## src/rtl/alu_wide_if.sv

```systemverilog
// Bus for the wide multi-cycle ALU.
// Handshake: the requester raises start together with op/ai/bi/ci/dec. The
// request is taken only in a cycle where busy=0 and the ALU is idle (never in
// the done cycle). done pulses for exactly one cycle, and out/status are valid
// from that cycle. Nothing is queued: a start raised at any other time is
// dropped.
interface alu_wide_if #(parameter int W = 16);
    logic         start;
    logic [5:0]   op;
    logic [W-1:0] ai;
    logic [W-1:0] bi;
    logic         ci;
    logic         dec;
    logic         busy;
    logic         done;
    logic [W-1:0] out;
    logic [7:0]   status;

    modport master (output start, op, ai, bi, ci, dec,
                    input  busy, done, out, status);
    modport slave  (input  start, op, ai, bi, ci, dec,
                    output busy, done, out, status);
endinterface

```

## src/rtl/alu_wide.sv

```systemverilog
// Width-parametrised 6502-style ALU. It works on one 8-bit slice per clock
// and passes the carry or shifted-out bit from slice to slice. add/subtract
// also support BCD mode.
// op[5] unary (a=bi), op[4] use ci, op[3] sum, op[2] force carry,
// op[1] inc/dec (b=0), op[0] invert b.
// When op[3]=0, op[2:0] picks a logic or shift operation (see ALU_* below).
module alu_wide #(
    parameter int W = 16
) (
    input  logic       clk,
    input  logic       rst,
    alu_wide_if.slave  bus,
    output logic [1:0] dbg_state
);
    localparam int NS = W / 8;
    localparam int CW = (NS > 1) ? $clog2(NS) : 1;

    localparam logic [2:0] ALU_ORA = 3'b000;
    localparam logic [2:0] ALU_AND = 3'b001;
    localparam logic [2:0] ALU_EOR = 3'b010;
    localparam logic [2:0] ALU_BIT = 3'b011;
    localparam logic [2:0] ALU_ASL = 3'b100;
    localparam logic [2:0] ALU_LSR = 3'b101;

    typedef enum logic [1:0] {
        S_IDLE = 2'd0,
        S_RUN  = 2'd1,
        S_DONE = 2'd2
    } state_t;

    state_t        state_q, state_d;
    logic [CW-1:0] cnt_q, cnt_d;
    logic [5:0]    op_q, op_d;
    logic [W-1:0]  ai_q, ai_d;
    logic [W-1:0]  bi_q, bi_d;
    logic [W-1:0]  res_q, res_d;
    logic          carry_q, carry_d;
    logic          dec_q, dec_d;
    logic [W-1:0]  out_q, out_d;
    logic [7:0]    status_q, status_d;
    logic          busy_q, busy_d;
    logic          done_q, done_d;

    // BCD digit step: {carry_out, digit}. On add the digit is adjusted by +6
    // when it exceeds 9 or carries out. On subtract it is adjusted by -6 when
    // it borrows.
    function automatic logic [4:0] dec_nib(input logic [3:0] x, input logic [3:0] y,
                                           input logic c, input logic sub);
        logic [4:0] s;
        s = {1'b0, x} + {1'b0, y} + {4'b0, c};
        if (!sub) begin
            if (s > 5'd9 || s[4]) s = {1'b1, s[3:0] + 4'd6};
        end else begin
            if (!s[4]) s = {1'b0, s[3:0] - 4'd6};
        end
        return s;
    endfunction

    logic         is_sum, is_lsr, is_bit, use_dec, last, init_carry, cin;
    logic [W-1:0] a_w, res_new;
    int           sidx;
    logic [7:0]   a_s, ai_s, bi_s, b_s, r_s;
    logic [8:0]   bin;
    logic [4:0]   lo, hi;
    logic         cout, f_n, f_v, f_z;

    // Slice datapath: select this cycle's slice, compute it, and merge it into the result.
    always_comb begin
        is_sum  = op_q[3];
        is_lsr  = !op_q[3] && (op_q[2:0] == ALU_LSR);
        is_bit  = !op_q[3] && (op_q[2:0] == ALU_BIT);
        use_dec = dec_q && !op_q[1];
        a_w     = op_q[5] ? bi_q : ai_q;
        // LSR has to run MSB slice first so the shifted-in bit moves downwards.
        sidx    = is_lsr ? (NS - 1 - int'(cnt_q)) : int'(cnt_q);
        a_s     = a_w[sidx*8 +: 8];
        ai_s    = ai_q[sidx*8 +: 8];
        bi_s    = bi_q[sidx*8 +: 8];
        b_s     = op_q[1] ? 8'h00 : bi_s;
        if (op_q[0]) b_s = ~b_s;
        bin     = {1'b0, a_s} + {1'b0, b_s} + {8'b0, carry_q};
        lo      = dec_nib(a_s[3:0], b_s[3:0], carry_q, op_q[0]);
        hi      = dec_nib(a_s[7:4], b_s[7:4], lo[4], op_q[0]);
        r_s     = ai_s;
        cout    = 1'b0;
        if (is_sum) begin
            if (use_dec) begin
                r_s  = {hi[3:0], lo[3:0]};
                cout = hi[4];
            end else begin
                r_s  = bin[7:0];
                cout = bin[8];
            end
        end else begin
            case (op_q[2:0])
                ALU_ORA: r_s = ai_s | bi_s;
                ALU_AND: r_s = ai_s & bi_s;
                ALU_EOR: r_s = ai_s ^ bi_s;
                ALU_BIT: r_s = ai_s & bi_s;
                ALU_ASL: begin
                    r_s  = {a_s[6:0], carry_q};
                    cout = a_s[7];
                end
                ALU_LSR: begin
                    r_s  = {carry_q, a_s[7:1]};
                    cout = a_s[0];
                end
                default: r_s = ai_s;
            endcase
        end
        res_new = res_q;
        res_new[sidx*8 +: 8] = r_s;
        last = (cnt_q == CW'(NS - 1));
        // V is taken from the binary sum even in BCD mode. The final slice of a sum op is the top slice.
        f_n  = is_bit ? bi_q[W-1] : res_new[W-1];
        f_v  = is_sum ? ((a_s[7] ^ bin[7]) & (b_s[7] ^ bin[7])) : bi_q[W-2];
        f_z  = (res_new == '0);
    end

    // Carry into slice 0, taken from the request as it is accepted.
    always_comb begin
        cin = bus.op[4] & bus.ci;
        if (bus.op[3]) begin
            if (bus.op[1])      init_carry = !bus.op[0];
            else if (bus.op[2]) init_carry = 1'b1;
            else                init_carry = cin;
        end else begin
            init_carry = cin;
        end
    end

    // Control FSM next state: IDLE accepts a request, RUN does NS slices, DONE pulses done.
    always_comb begin
        state_d  = state_q;
        cnt_d    = cnt_q;
        op_d     = op_q;
        ai_d     = ai_q;
        bi_d     = bi_q;
        res_d    = res_q;
        carry_d  = carry_q;
        dec_d    = dec_q;
        out_d    = out_q;
        status_d = status_q;
        busy_d   = busy_q;
        done_d   = 1'b0;
        case (state_q)
            S_IDLE: begin
                if (bus.start) begin
                    op_d    = bus.op;
                    ai_d    = bus.ai;
                    bi_d    = bus.bi;
                    dec_d   = bus.dec;
                    carry_d = init_carry;
                    cnt_d   = '0;
                    res_d   = '0;
                    busy_d  = 1'b1;
                    state_d = S_RUN;
                end
            end
            S_RUN: begin
                res_d   = res_new;
                carry_d = cout;
                cnt_d   = cnt_q + 1'b1;
                if (last) begin
                    out_d    = res_new;
                    status_d = {f_n, f_v, 4'b0000, f_z, cout};
                    busy_d   = 1'b0;
                    done_d   = 1'b1;
                    state_d  = S_DONE;
                end
            end
            S_DONE:  state_d = S_IDLE;
            default: state_d = S_IDLE;
        endcase
    end

    // State and output registers. Reset drops any partial result.
    always_ff @(posedge clk) begin
        if (rst) begin
            state_q  <= S_IDLE;
            cnt_q    <= '0;
            op_q     <= '0;
            ai_q     <= '0;
            bi_q     <= '0;
            res_q    <= '0;
            carry_q  <= 1'b0;
            dec_q    <= 1'b0;
            out_q    <= '0;
            status_q <= '0;
            busy_q   <= 1'b0;
            done_q   <= 1'b0;
        end else begin
            state_q  <= state_d;
            cnt_q    <= cnt_d;
            op_q     <= op_d;
            ai_q     <= ai_d;
            bi_q     <= bi_d;
            res_q    <= res_d;
            carry_q  <= carry_d;
            dec_q    <= dec_d;
            out_q    <= out_d;
            status_q <= status_d;
            busy_q   <= busy_d;
            done_q   <= done_d;
        end
    end

    assign bus.busy   = busy_q;
    assign bus.done   = done_q;
    assign bus.out    = out_q;
    assign bus.status = status_q;
    assign dbg_state  = state_q;
endmodule

```

## src/flat_wrapper.sv

```systemverilog
// flat-port wrapper written by rule: the top's interface ports become plain ports
module alu_wide_flat 
#(
    parameter int W = 16
)
  (clk, rst, dbg_state, bus_start, bus_op, bus_ai, bus_bi, bus_ci, bus_dec, bus_busy, bus_done, bus_out, bus_status);
  alu_wide_if #(.W(W)) bus_i ();
  input  logic clk;
  input  logic rst;
  output logic [1:0] dbg_state;
  input wire logic [$bits(bus_i.start)-1:0] bus_start;
  input wire logic [$bits(bus_i.op)-1:0] bus_op;
  input wire logic [$bits(bus_i.ai)-1:0] bus_ai;
  input wire logic [$bits(bus_i.bi)-1:0] bus_bi;
  input wire logic [$bits(bus_i.ci)-1:0] bus_ci;
  input wire logic [$bits(bus_i.dec)-1:0] bus_dec;
  output wire logic [$bits(bus_i.busy)-1:0] bus_busy;
  output wire logic [$bits(bus_i.done)-1:0] bus_done;
  output wire logic [$bits(bus_i.out)-1:0] bus_out;
  output wire logic [$bits(bus_i.status)-1:0] bus_status;
  assign bus_i.start = bus_start;
  assign bus_i.op = bus_op;
  assign bus_i.ai = bus_ai;
  assign bus_i.bi = bus_bi;
  assign bus_i.ci = bus_ci;
  assign bus_i.dec = bus_dec;
  assign bus_busy = bus_i.busy;
  assign bus_done = bus_i.done;
  assign bus_out = bus_i.out;
  assign bus_status = bus_i.status;
  alu_wide #(.W(W)) u_core (.clk(clk), .rst(rst), .bus(bus_i), .dbg_state(dbg_state));
endmodule
```

## config.mk

```make
export PLATFORM = sky130hd
export DESIGN_NAME = alu_wide_flat
export DESIGN_NICKNAME = d
export VERILOG_FILES = /design/src/rtl/alu_wide_if.sv /design/src/rtl/alu_wide.sv /design/src/flat_wrapper.sv
export SDC_FILE = /design/constraint.sdc
export NUM_CORES = 1
export LEC_CHECK = 0
export BUFFER_PORTS_ARGS = -buffer_cell sky130_fd_sc_hd__buf_2
export CORE_MARGIN = 2
export CORE_UTILIZATION = 50
export DETAILED_ROUTE_END_ITERATION = 10
export GPL_TIMING_DRIVEN = 0
export PLACE_DENSITY_LB_ADDON = 0.12
export SYNTH_ARGS = -nofsm -noshare
export SYNTH_HDL_FRONTEND = slang
export SYNTH_SLANG_ARGS = --single-unit
```

## constraint.sdc

```tcl
create_clock -name clk -period 8.1 [get_ports clk]
set_clock_uncertainty 0.05 [all_clocks]
set_input_delay 0.405 -clock clk [delete_from_list [all_inputs] [get_ports clk]]
set_output_delay 0.405 -clock clk [all_outputs]
set_load 0.1 [all_outputs]
```

; Word level (Yosys, flattened, before mapping)
; Index checks and enable logic that the tools add are counted.
[totals]
register_bits = 81
latchBits = 0
mem_bits_rw = 0
mem_bits_ro = 0
input_bits = 43
out_inout_bits = 28
wordCells = 103
memories = 0
[op_classes]
n_addsub = 13
n_mul = 0
div = 0
order_cmp = 2
eq_ne = 8
shifts = 5
muxes = 35
bitwise = 9
reduce_logical = 19
[ops]
columns = operator, count
row1 = 16-bit by 32-bit indexed part select with 8-bit output, 3
row2 = 8-bit case mux with 5 select lines, 1
row3 = 32-bit negator with 33-bit output, 1
row4 = "8-bit by 33-bit variable shift with 16-bit output, first input constant", 1
row5 = 8-bit by 33-bit indexed part select with 16-bit output, 1
row6 = 16-bit 2-to-1 mux, 2
row7 = 8-bit 2-to-1 mux, 4
row8 = 16-bit case mux with 2 select lines, 1
row9 = 5-bit 2-to-1 mux, 6
row10 = 29-bit 2-to-1 mux, 1
row11 = 16-bit bitwise mux, 1
row12 = 16-bit logical NOT, 1
row13 = 1-bit 2-to-1 mux, 12
row14 = 4-bit by 4-bit adder with 5-bit output, 2
row15 = 5-bit by 1-bit adder with 5-bit output, 2
row16 = "5-bit by 4-bit > comparator with 1-bit output, second input constant", 2
row17 = 8-bit by 8-bit adder with 9-bit output, 1
row18 = 9-bit by 1-bit adder with 9-bit output, 1
row19 = "4-bit by 3-bit adder with 4-bit output, second input constant", 2
row20 = 8-bit bitwise AND, 1
row21 = 8-bit inverter, 1
row22 = 8-bit OR, 1
row23 = 1-bit case mux with 2 select lines, 4
row24 = 2-bit AND reduction, 4
row25 = other kinds (23), 35

; Longest topological paths before layout
[logic_depth]
word_depth = 23
depth_mapped = 31
depth_no_buf = 28

; Worst setup path after synthesis
; OpenSTA, ideal clock, no wires.
[synth_timing]
path_type = register to register
startpoint = register u_core.op_q[0]
endpoint = register u_core.status_q[1] (netlist: u_core.bus.status[1])
setup_time_ns = 0.069
arrival_time_ns = 6.335
required_time_ns = 7.981
setup_slack_ns = 1.646
stages_incl_launch_ff = 30
cell_sequence = dfxtp_1 buf_4 and4bb_1 buf_6 xnor2_4 buf_6 clkbuf_1 mux2i_1 nor2_1 xnor2_1 ha_1 clkbuf_1 xnor2_1 inv_1 ha_1 o21ai_0 nand3_1 nor2_1 nor2_1 fa_1 fa_1 xor2_1 inv_1 ha_1 o311a_1 o41ai_1 o32a_2 o221ai_2 or4_1 o21ai_1
[synth_via]
elab_chain_len = 23
elab_cells_between_ends = 46
[synth_rtl]
columns = element, line_no
row1 = "start, declared", alu_wide.sv:33  ; logic [5:0] op_q, op_d;
row2 = "start signal, assigned", alu_wide.sv:195  ; op_q <= op_d;
row3 = 3-bit == test, "alu_wide.sv:70, alu_wide.sv:95"
row4 = 1-bit logical AND, alu_wide.sv:70  ; is_lsr = !op_q[3] && (op_q[2:0] == ALU_LSR);
row5 = 29-bit 2-to-1 mux, alu_wide.sv:75  ; sidx = is_lsr ? (NS - 1 - int'(cnt_q)) : int'(cnt_q);
row6 = 16-bit by 32-bit indexed part select with 8-bit output, alu_wide.sv:78  ; bi_s = bi_q[sidx*8 +: 8];
row7 = 8-bit 2-to-1 mux, alu_wide.sv:79  ; b_s = op_q[1] ? 8'h00 : bi_s;
row8 = 8-bit inverter, alu_wide.sv:80  ; if (op_q[0]) b_s = ~b_s;
row9 = 8-bit 2-to-1 mux, alu_wide.sv:80
row10 = 4-bit by 4-bit adder with 5-bit output, alu_wide.sv:50  ; s = {1'b0, x} + {1'b0, y} + {4'b0, c};
row11 = (+7 left out), --
row12 = 1-bit logical OR, alu_wide.sv:52  ; if (s > 5'd9 || s[4]) s = {1'b1, s[3:0] + 4'd6};
row13 = 5-bit 2-to-1 mux, alu_wide.sv:52
row14 = 5-bit 2-to-1 mux, alu_wide.sv:51  ; if (!sub) begin
row15 = 8-bit 2-to-1 mux, alu_wide.sv:87  ; if (use_dec) begin
row16 = 8-bit 2-to-1 mux, alu_wide.sv:86  ; if (is_sum) begin
row17 = 8-bit by 33-bit indexed part select with 16-bit output, alu_wide.sv:112  ; res_new[sidx*8 +: 8] = r_s;
row18 = 16-bit bitwise mux (*), alu_wide.sv:112
row19 = 16-bit logical NOT (*), alu_wide.sv:117  ; f_z = (res_new == '0);
row20 = "end signal, assigned", alu_wide.sv:202  ; status_q <= status_d;
row21 = "end, declared", alu_wide.sv:40  ; logic [7:0] status_q, status_d;
; Mark *: on every way between the ends. The rest lies on a longest branch, timed or not.
; A chain may end at the register's enable or synchronous reset.

; Worst setup path in the final report
[layout_timing]
startpoint = register u_core.op_q[1]
endpoint = register u_core.status_q[1] (netlist: u_core.bus.status[1])
; The elaborated chain is that of the path after synthesis.

==> flow_summary.json <==
{
  "hold_path.class": "input pin to register",
  "dpl.cell_count": 925,
  "critical_path.startpoint_type": "register",
  "async_reset_ff_frac": 0,
  "num_antenna_cells": 0,
  "setup_ws_ns": 0.4635,
  "grt_use_total": 0.3044,
  "yosysUniqueCellTypes": 67,
  "grt_max_degree": 15,
  "clkSinkCount": 80,
  "fp.coreArea_um2": 10790,
  "pre_cts_slack_ns": 0.3761,
  "endpoint_kind": "register",
  "maxSlewViolCount": 0,
  "clk_root_buffer_cell": "clkbuf_8",
  "syn_inst": 717,
  "yosys_warnings": 0,
  "arrival_ns": 7.89,
  "synth_top_family_by_area": "compound AO/OA/AOI/OAI gates",
  "achievable-frequency_mhz": 131.0,
  "final_net_count": 871,
  "synth_xor_area_frac": 0.03037,
  "ios": 71,
  "crit_type": "register to register",
  "globalRoute.busiestLayer": "met2",
  "timing.critical_path.fanout_max": 10,
  "synthSimpleGateAreaFrac": 0.2117,
  "die_y_um": 109.1,
  "max_stage_delay_ns": 0.63,
  "clockBufferDepth": 2,
  "worst_path_most_repeated_cell": "nor2_1",
  "groute.layer.met2.usage": 0.4849,
  "timing.hold.ws_ns": 0.2106,
  "multiInputGateArea_um2": 3557,
  "antenna_violating_nets_post_route": 0,
  "ys_ff_latch": 80,
  "first_iter_violations": 540,
  "synth_compound_gate_area_share": 0.2282,
  "grt_antenna_before_repair": 0,
  "drive_above_1_share": 0.1536,
  "routedWlPerCell_um": 18.62,
  "ff_latch_area_um2": 1602,
  "layoutNonFillerInstCount": 941,
  "half_perimeter_wire_length_after_placement_mm": 13.73,
  "critPathRequiredTime_ns": 8.36,
  "grt-ovfl-total": 0,
  "drc": 0,
  "cap_viol_max_count": 0,
  "power.leakage_uw": 0.002691,
  "slew-limit-headroom": 0.2709,
  "grt_util_met1": 0.4061,
  "design.die.area_um2": 11900,
  "die_width_um": 109.1,
  "timing.final.crit_share": 0.9428,
  "tritoncts": "yes",
  "filler_cell_count": 1024,
  "place.port_buffers": 65,
  "post_synth_design_cell_area_um2": 5520,
  "syn_area_per_cell_um2": 7.699,
  "synth_flop_cell": "dfxtp_1",
  "status": "complete, no violations",
  "fin_util": 0.5816,
  "vias_per_cell": 5.942,
  "cts_clk_pin_slew_worst_paths_ns": 0.08,
  "count_of_flip_flops_with_a_built_in_enable_after_synthesis": 0,
  "post_synth_mux_area_share": 0.09021,
  "finalWeightedCongestion": 0.9488,
  "cts.htree.levels": 3,
  "clk-insertion-delay-late_ns": 0.37,
  "setup_violations": 0,
  "grt_use_met3": 0.06575,
  "grt_first_pass_wirelength_mm": 27.43,
  "via_count": 5591,
  "totalNegativeSetupSlack_ns": 0,
  "power-per-cell-area_nw_per_um2": 193.1,
  "seq_area_frac_synth": 0.2901,
  "drt_wl_total_mm": 17.53,
  "worst-slew-pin-transition_ns": 1.094,
  "largest_voltage_drop_on_the_vdd_net_mv": 0.1238,
  "drt_pass1_iterations": 5,
  "rows": 38,
  "fin_crit_ns": 7.636,
  "grt_pass1_vias": 5235,
  "areaGrowthSynthToFinish_pct": 13.71,
  "initial_core_util": 0.5115,
  "crit_path_top_delay_cell": "or4_1",
  "numCtsBuffers": 9,
  "grt_setup_unrepaired": "no",
  "finalHoldViolCount": 0,
  "synth_adder_area_share": 0.07661
}
## per-layer routing
metal | wire [um] | vias up
li1 | - | 2689
met3 | 1294 | 34
met4 | 505 | 0
met1 | 7870 | 2634
met2 | 7855 | 234
met5 | 0 | -
## worst paths after layout
path | start | endpoint | slack [ns] | depth (start not counted)
worst max-delay path | u_core.op_q[1] | u_core.bus.status[1] | 0.46 | 29
worst min-delay path | bus_bi[2] | u_core.bi_q[2] | 0.21 | 3
worst max register to register | u_core.op_q[1] | u_core.bus.status[1] | 0.46 | 29
worst min register to register | u_core.bi_q[11] | u_core.bi_q[11] | 0.41 | 2
## cells in the mapped netlist (all sizes together) (3+ instances only)
| cell | count | area share |
|---|---|---|
| a2111oi | 3 | 0.0048 |
| fa | 3 | 0.011 |
| a31oi | 10 | 0.011 |
| nand3b | 3 | 0.0041 |
| nand2 | 126 | 0.086 |
| o21ai | 31 | 0.028 |
| inv | 36 | 0.026 |
| xnor2 | 13 | 0.024 |
| a21o | 6 | 0.0082 |
| o221ai | 4 | 0.0075 |
| a22oi | 12 | 0.016 |
| o21a | 6 | 0.0082 |
| a21oi | 67 | 0.061 |
| nand2b | 6 | 0.0068 |
| mux4 | 9 | 0.037 |
| ha | 29 | 0.066 |
| nand4 | 3 | 0.0034 |
| xor2 | 4 | 0.0063 |
| clkbuf | 31 | 0.021 |
| buf | 21 | 0.024 |
| or3 | 3 | 0.0034 |
| dfxtp | 80 | 0.29 |
| and2 | 5 | 0.0057 |
| or4 | 4 | 0.0054 |
| nor2 | 70 | 0.048 |
| a32oi | 4 | 0.0063 |
| mux2 | 4 | 0.0082 |
| o211ai | 5 | 0.0068 |
| nor3 | 15 | 0.014 |
| nor3b | 4 | 0.0054 |
| mux2i | 25 | 0.045 |
| nand3 | 14 | 0.013 |
| a311oi | 8 | 0.013 |
| a211oi | 11 | 0.015 |
| nor2b | 7 | 0.0079 |
## area by class of cell
type | instances | area share
buffer | 52 | 0.04026
clock buffer | 10 | 0.02033
clock inverter | 6 | 0.01455
inverter | 37 | 0.02332
multi-input combinational | 551 | 0.5667
sequential | 80 | 0.2551
tap | 140 | 0.02791
timing repair buffer | 65 | 0.05182
## logic make-up (layout without fill, tap and decap cells)
group / count (synthesis) / after routing
AOI/OAI and AO/OA: 193 / 193
and+or+nand+nor: 267 / 267
buffers and inverters: 89 / 170
DFF: 80 / 80
muxes: 38 / 38
adders and majority gates: 32 / 32
other: 1 / 4
xor gates and xnor gates: 17 / 17
## metrics by stage
stage                     power [uW]  area (um^2)
after floorplan                762.0         5532
after global placement         867.6         6032
after detailed placement       876.5         6032
after CTS                       1206         6251
after global routing            1276         6277
final                           1212         6277
## registers in the layout (all words and copies together), names as in the netlist
signal and flops:
u_core.dbg_state 2, u_core.bus.busy 1, u_core.bus.status 4, u_core.op_q 5, u_core.dec_q 1, u_core.cnt_q 1
u_core.bi_q 16, u_core.bus.out 16, u_core.carry_q 1, u_core.res_q 16, u_core.bus.done 1, u_core.ai_q 16
## critical path: cells and delay by family, from the launching register on
family	cells	cell delay, ns
AO/OA/AOI/OAI	5	1.06
XOR/XNOR	4	1.17
adder cells (fa/ha/maj)	5	1.79
buffers and inverters	4	0.53
flip-flops	1	0.49
multiplexers	2	0.61
AND/OR/NAND/NOR	9	1.85
## power breakdown
group / internal [uW] / switching, uW
Combinational: 158 / 294
Clock: 175 / 155
Sequential: 413 / 17.0
## repair_timing
item / in CTS / in global routing
hold buffers: 0 / 0
setup endpoints to repair: 0 / 5
buffers inserted: 0 / 0
gates resized for setup: 0 / 7
## placed cells by master, fill, tap and decap left out, types with 14 or more instances in the layout
cell type    n
buf_2       71
clkbuf_1    31
mux2i_1     24
dfxtp_1     80
a21oi_1     67
nor2_1      70
inv_1       35
ha_1        29
nand2_1    126
nand3_1     14
nor3_1      15
o21ai_0     26
(Power assumes the default switching activity.)
